--- config.mk ---
export PLATFORM = sky130hd
export DESIGN_NAME = ring_ctr_decoder
export DESIGN_NICKNAME = d
export VERILOG_FILES = /design/src/rtl/ring_ctr_decoder_pkg.sv /design/src/rtl/ring_ctr_decoder_onehot_to_bin.sv /design/src/rtl/ring_ctr_decoder.sv
export SDC_FILE = /design/constraint.sdc
export NUM_CORES = 1
export LEC_CHECK = 0
export CAP_MARGIN = 40
export CORE_ASPECT_RATIO = 0.8
export CORE_UTILIZATION = 55
export DETAILED_ROUTE_END_ITERATION = 6
export GPL_ROUTABILITY_DRIVEN = 0
export GPL_TIMING_DRIVEN = 1
export PLACE_DENSITY = 0.84
export SETUP_SLACK_MARGIN = 0.4
export SLEW_MARGIN = 10
export SYNTH_ARGS = -nofsm -noshare
export SYNTH_HDL_FRONTEND = slang
export SYNTH_HIERARCHICAL = 1
export SYNTH_SLANG_ARGS = --single-unit
export TNS_END_PERCENT = 100
--- constraint.sdc ---
create_clock -name clk -period 4.22 [get_ports clk]
set_input_delay 0.844 -clock clk [delete_from_list [all_inputs] [get_ports clk]]
set_output_delay 0.844 -clock clk [all_outputs]
set_load 0.02 [all_outputs]
--- src/rtl/ring_ctr_decoder_pkg.sv ---
// Shared ring-counter definitions: lock state and the rotate / one-hot helpers
// used by the decoder and by the ring counter benches.
package ring_pkg;

  typedef enum logic {
    HUNT   = 1'b0,
    LOCKED = 1'b1
  } ring_state_e;

  // Helpers take a zero-extended vector plus the live ring width, so any ring up to RING_MAXW bits can share them.
  localparam int RING_MAXW = 64;

  function automatic logic [RING_MAXW-1:0] rotr(input logic [RING_MAXW-1:0] v,
                                                input int width);
    logic [RING_MAXW-1:0] r;
    r = '0;
    for (int i = 0; i < RING_MAXW - 1; i++) begin
      if (i < width - 1) r[i] = v[i+1];
    end
    for (int i = 0; i < RING_MAXW; i++) begin
      if (i == width - 1) r[i] = v[0];
    end
    return r;
  endfunction

  function automatic logic is_onehot(input logic [RING_MAXW-1:0] v,
                                     input int width);
    int n;
    n = 0;
    for (int i = 0; i < RING_MAXW; i++) begin
      if (i < width && v[i]) n++;
    end
    return (n == 1);
  endfunction

endpackage

--- src/rtl/ring_ctr_decoder_onehot_to_bin.sv ---
// Combinational one-hot to binary index; the lowest set bit wins if several are set.
module onehot_to_bin #(
  parameter int WIDTH = 4,
  parameter int IDXW  = $clog2(WIDTH)
) (
  input  logic [WIDTH-1:0] onehot_i,
  output logic [IDXW-1:0]  bin_o
);

  always_comb begin
    bin_o = '0;
    for (int i = WIDTH - 1; i >= 0; i--) begin
      if (onehot_i[i]) bin_o = IDXW'(i);
    end
  end

endmodule

--- src/rtl/ring_ctr_decoder.sv ---
// Receiver/checker for the one-hot ring counter bus: decodes the index,
// tracks rotate-right sequence lock and counts one-hot / sequence errors.
module ring_ctr_decoder
  import ring_pkg::*;
#(
  parameter int WIDTH    = 4,
  parameter int IDXW     = $clog2(WIDTH),
  parameter int LOCK_CNT = 2,
  parameter int ERR_CNTW = 8
) (
  input  logic                clk,
  input  logic                rstn,
  input  logic                in_valid,
  input  logic [WIDTH-1:0]    ring_in,
  output logic [IDXW-1:0]     idx_out,
  output logic                idx_valid,
  output logic                locked,
  output logic                onehot_err,
  output logic                seq_err,
  output logic                wrap_pulse,
  output logic [ERR_CNTW-1:0] err_count,
  output ring_state_e         dbg_state
);

  localparam int GCW = (LOCK_CNT < 1) ? 1 : $clog2(LOCK_CNT + 1);

  // Valid/ready contract: the ring source has no back-pressure; every cycle
  // with in_valid=1 is consumed, and in_valid=0 cycles leave all state untouched.

  ring_state_e          state_q;
  logic [GCW-1:0]       good_q;
  logic [WIDTH-1:0]     prev_q;
  logic                 prev_ok_q;
  logic [IDXW-1:0]      idx_q;
  logic                 idx_valid_q;
  logic                 onehot_err_q;
  logic                 seq_err_q;
  logic                 wrap_q;
  logic [ERR_CNTW-1:0]  err_cnt_q;

  logic [RING_MAXW-1:0] in_ext;
  logic [RING_MAXW-1:0] prev_ext;
  logic                 oh;
  logic                 match;
  logic [IDXW-1:0]      bin_idx;
  logic [GCW-1:0]       good_d;
  logic                 err_event;
  logic [ERR_CNTW-1:0]  err_cnt_d;

  always_comb begin
    in_ext               = '0;
    in_ext[WIDTH-1:0]    = ring_in;
    prev_ext             = '0;
    prev_ext[WIDTH-1:0]  = prev_q;
  end

  assign oh    = is_onehot(in_ext, WIDTH);
  assign match = prev_ok_q && (in_ext == rotr(prev_ext, WIDTH));

  onehot_to_bin #(
    .WIDTH (WIDTH),
    .IDXW  (IDXW)
  ) u_onehot_to_bin (
    .onehot_i (ring_in),
    .bin_o    (bin_idx)
  );

  assign good_d    = good_q + GCW'(1);
  // A sequence error only exists while locked; in HUNT a mismatch just restarts the count.
  assign err_event = in_valid && (!oh || ((state_q == LOCKED) && !match));
  assign err_cnt_d = (err_event && (err_cnt_q != '1)) ? err_cnt_q + ERR_CNTW'(1) : err_cnt_q;

  always_ff @(posedge clk) begin
    if (!rstn) begin
      state_q      <= HUNT;
      good_q       <= '0;
      prev_q       <= '0;
      prev_ok_q    <= 1'b0;
      idx_q        <= '0;
      idx_valid_q  <= 1'b0;
      onehot_err_q <= 1'b0;
      seq_err_q    <= 1'b0;
      wrap_q       <= 1'b0;
      err_cnt_q    <= '0;
    end else begin
      idx_valid_q  <= 1'b0;
      onehot_err_q <= 1'b0;
      seq_err_q    <= 1'b0;
      wrap_q       <= 1'b0;
      err_cnt_q    <= err_cnt_d;
      if (in_valid) begin
        if (oh) begin
          idx_q       <= bin_idx;
          idx_valid_q <= 1'b1;
          prev_q      <= ring_in;
          prev_ok_q   <= 1'b1;
          case (state_q)
            HUNT: begin
              if (!match) begin
                good_q <= '0;
              end else if (good_d == GCW'(LOCK_CNT)) begin
                state_q <= LOCKED;
                good_q  <= '0;
              end else begin
                good_q <= good_d;
              end
            end
            LOCKED: begin
              if (match) begin
                wrap_q <= ring_in[0];
              end else begin
                seq_err_q <= 1'b1;
                state_q   <= HUNT;
                good_q    <= '0;
              end
            end
            default: begin
              state_q <= HUNT;
              good_q  <= '0;
            end
          endcase
        end else begin
          onehot_err_q <= 1'b1;
          prev_ok_q    <= 1'b0;
          good_q       <= '0;
          state_q      <= HUNT;
        end
      end
    end
  end

  assign idx_out    = idx_q;
  assign idx_valid  = idx_valid_q;
  assign locked     = (state_q == LOCKED);
  assign onehot_err = onehot_err_q;
  assign seq_err    = seq_err_q;
  assign wrap_pulse = wrap_q;
  assign err_count  = err_cnt_q;
  assign dbg_state  = state_q;

endmodule

==> flow_metrics.py <==
metrics = {
    "status": {
        "run_status": "completed",
    },
    "detailed_routing": {
        "first_pass_iteration_count_of_the_detailed_router": 4,
        "routed_wirelength_um": 2710,
        "number_of_vias_per_cell_after_detailed_routing": 5.849,
        "drc": 0,
        "dr_total_vias": 1082,
        "post_drt_wl_per_cell_um": 14.65,
        "ant_nets": 0,
        "drt_first_iter_violations": 43,
    },
    "grt": {
        "use_met3_pct": 6.304,
        "grt.overflow.total": 0,
        "top_usage_layer": "met2",
        "antenna_found_initial": 0,
        "grt_met1_use_pct": 31.13,
        "grt_max_degree": 20,
        "grt_first_pass_wirelength_um": 4367,
        "met2_usage_pct": 36.39,
        "grt_use_total_pct": 22.84,
        "grt_pass1_vias": 955,
    },
    "min_path": {
        "worst_hold_path.endpoint": "good_q[1]",
        "hold_path_startpoint": "good_q[1]",
        "hold_path_class": "flip-flop to flip-flop",
        "hold_path_depth": 2,
    },
    "cells_and_area": {
        "syn2layout_area_growth_pct": 17.97,
        "drive_gt1_share_pct": 10.00,
        "diodes": 0,
        "layout.nets": 172,
    },
    "power": {
        "cellLeakagePower_uw": 0.0005365,
        "power_density_normalized_to_cell_area_mw_per_mm2": 277.4,
        "power.ir.vdd_worst_mv": 0.2167,
        "total_power_uw": 414.7,
    },
    "sta": {
        "period_minus_ws_final_ps": 3608,
        "slew_viol_final": 0,
        "slew_headroom_pct": 57.00,
        "timing.final.hold_violations": 0,
        "unrepaired_setup_endpoints_after_global_routing": "false",
        "clock_skew_ps": 13.59,
        "min_period_over_period_pct": 85.50,
        "report.final.setup_viol": 0,
        "tns_ps": 0,
        "timing.fmax_mhz": 277.2,
        "worst_slew_pin_slew_ps": 639.0,
        "finalHoldWorstSlack_ps": 447.3,
    },
    "worst_setup_path": {
        "timing.reg2reg.setup_slack_ps": 2390,
        "timing.setup.critical_path_class": "input port to flip-flop",
        "setup.worst_path.start_class": "input port",
        "critical-path-top-cell-by-count": "ha_1",
        "timing.reg2reg.worst_path_depth": 5,
        "critical_path_depth": 10,
        "cp.arrival_ps": 3870,
        "crit_slowest_cell": "clkdlybuf4s50_1",
        "critical_path_peak_fanout": 14,
        "critPathMaxStageDelay_ps": 620,
        "r2r_startpoint": "prev_q[2]",
        "crit_path_cell_trace": "clkdlybuf4s50_1 > inv_1 > ha_1 > xor2_1 > ha_1 > nand2b_1 > nor2_1 > or3_1 > a211oi_1 > mux2i_1",
        "cp_num_buf_inv": 2,
        "critical-path-top-delay-family": "simple AND/OR/NAND/NOR gates",
        "r2r-end": "err_count[7]",
        "critical_path_required_ps": 4480,
        "end_kind": "flip-flop",
    },
    "yosys": {
        "ys_async_rst_share_pct": 0,
        "synth_ff_type": "dfxtp_1",
        "yosys-top-cells-count": "22 x dfxtp_1, 15 x nand2_1, 14 x nand2b_1",
        "synth_area_leader_cell": "dfxtp_1",
        "syn_area_mm2": 0.001267,
        "synth.ff_latch_count": 22,
        "post_synthesis_instance_total": 142,
        "synthesis.nets": 153,
        "netlist.area_leader.share_pct": 34.75,
        "yosysSeqAreaShare_pct": 34.75,
        "ys_types": 35,
        "yosysMostFrequentCell": "dfxtp_1",
        "synthesis.area_per_instance_um2": 8.926,
        "yosys_warnings": 6,
        "synth_edf_count": 0,
        "synth.top_cells.by_area": "dfxtp_1 35%, mux2i_1 10%, nand2b_1 6.9%, nand2_1 4.4%, a211oi_2 3.9%",
    },
    "cts": {
        "clock_tree.htree_level_count": 1,
        "postCtsHoldBufs": 0,
        "postCtsResizedCells": 0,
        "insertion_delay_ps": 310,
        "cts.sink_count": 22,
        "cts.clk_slew.worst_paths_ps": 130,
        "cts.path.max_buffers": 2,
        "cts_made_buffers": 3,
        "cts-root-buf": "clkbuf_4",
        "cts_tree": "built",
        "post-cts-setup-buffers": 0,
    },
    "die": {
        "floorplan.initialDensity_pct": 58.72,
        "floorplan.io_pins": 23,
        "dieArea_mm2": 0.002502,
        "dieWidth_um": 55.67,
        "die_h_um": 44.94,
        "core_area_mm2": 0.002158,
        "rows": 15,
    },
    "placement": {
        "buffer_ports.inserted": 22,
        "detailed_place_hpwl_um": 1987,
    },
    "flow_run": {
        "max_capacitance_violation_count": 0,
    },
}
==> power by group <==
| group | switching, uW | internal (uW) |
|---|---|---|
| Combinational | 46.2 | 32.2 |
| Clock | 63.5 | 52.8 |
| Sequential | 6.01 | 214 |
==> sequential cells by signal (all words and copies together) (netlist names) <==
name        cells
idx_valid       1
prev_ok_q       1
dbg_state       1
seq_err         1
onehot_err      1
prev_q          4
err_count       8
good_q          2
wrap_pulse      1
idx_out         2
==> per-layer routing <==
layer	up-vias	share of wire [%]	routed length, um
met2	21	46	1257
li1	532	-	-
met5	-	0	0
met1	524	49	1332
met3	5	3.9	105
met4	0	0.52	14
==> through the flow <==
step                util [%]  area (um^2)  setup WS [ps]  cells
global placement       67.59         1459          446.6    181
floorplan                  -         1267           1341    142
global route           69.28         1495          478.7    185
CTS                    69.28         1495          646.9    185
finish                 69.28         1495          611.9    185
detailed placement     67.59         1459          296.7    181
==> layout make-up <==
cell class	count	area, um^2
multi-input cells	104	737.0
repair buffers	22	220.2
clock buffers	4	36.28
fillers	177	663.1
well taps	25	31.28
inverters	8	30.03
flip-flops and latches	22	440.4
==> placed cells by master (no fill, tap or decap), drive strengths merged, types with 2 or more instances in the layout <==
master         synthesis  layout
a211oi                 8       8
a21oi                  7       7
a31oi                  2       2
and3                   2       2
clkbuf                 4       4
clkdlybuf4s50          0      22
dfxtp                 22      22
ha                     4       4
inv                    8       8
mux2i                 13      13
nand2                 16      16
nand2b                14      14
nand3                 10      10
nand3b                 2       2
nand4                  2       2
nor2                   8       8
nor3                   3       3
xor2                   2       2
==> kinds of logic (layout without fill, tap and decap cells) <==
group	Yosys count	in the layout	synth area share, %
AO/OA/AOI/OAI	22	22	16.39
XOR/XNOR	2	2	1.382
adder cells (fa/ha/maj)	4	4	3.949
buffers and inverters	16	34	7.107
flip-flops	22	22	34.75
multiplexers	13	13	10.27
AND/OR/NAND/NOR	63	63	26.16
==> worst max path at each step <==
stage	from	end
global placement	ring_in[0]	err_count[7]
finish	ring_in[0]	err_count[7]
global route	ring_in[0]	err_count[7]
floorplan	ring_in[0]	err_count[3]
CTS	ring_in[0]	err_count[7]
detailed placement	ring_in[0]	err_count[7]
==> tightest hold or removal path, cell delays in order, from the launching register on <==
cell and delay [ps]:
dfxtp_1 330, nand2_1 50, a21oi_1 30
No activity file was read; power rests on OpenSTA's default activity.
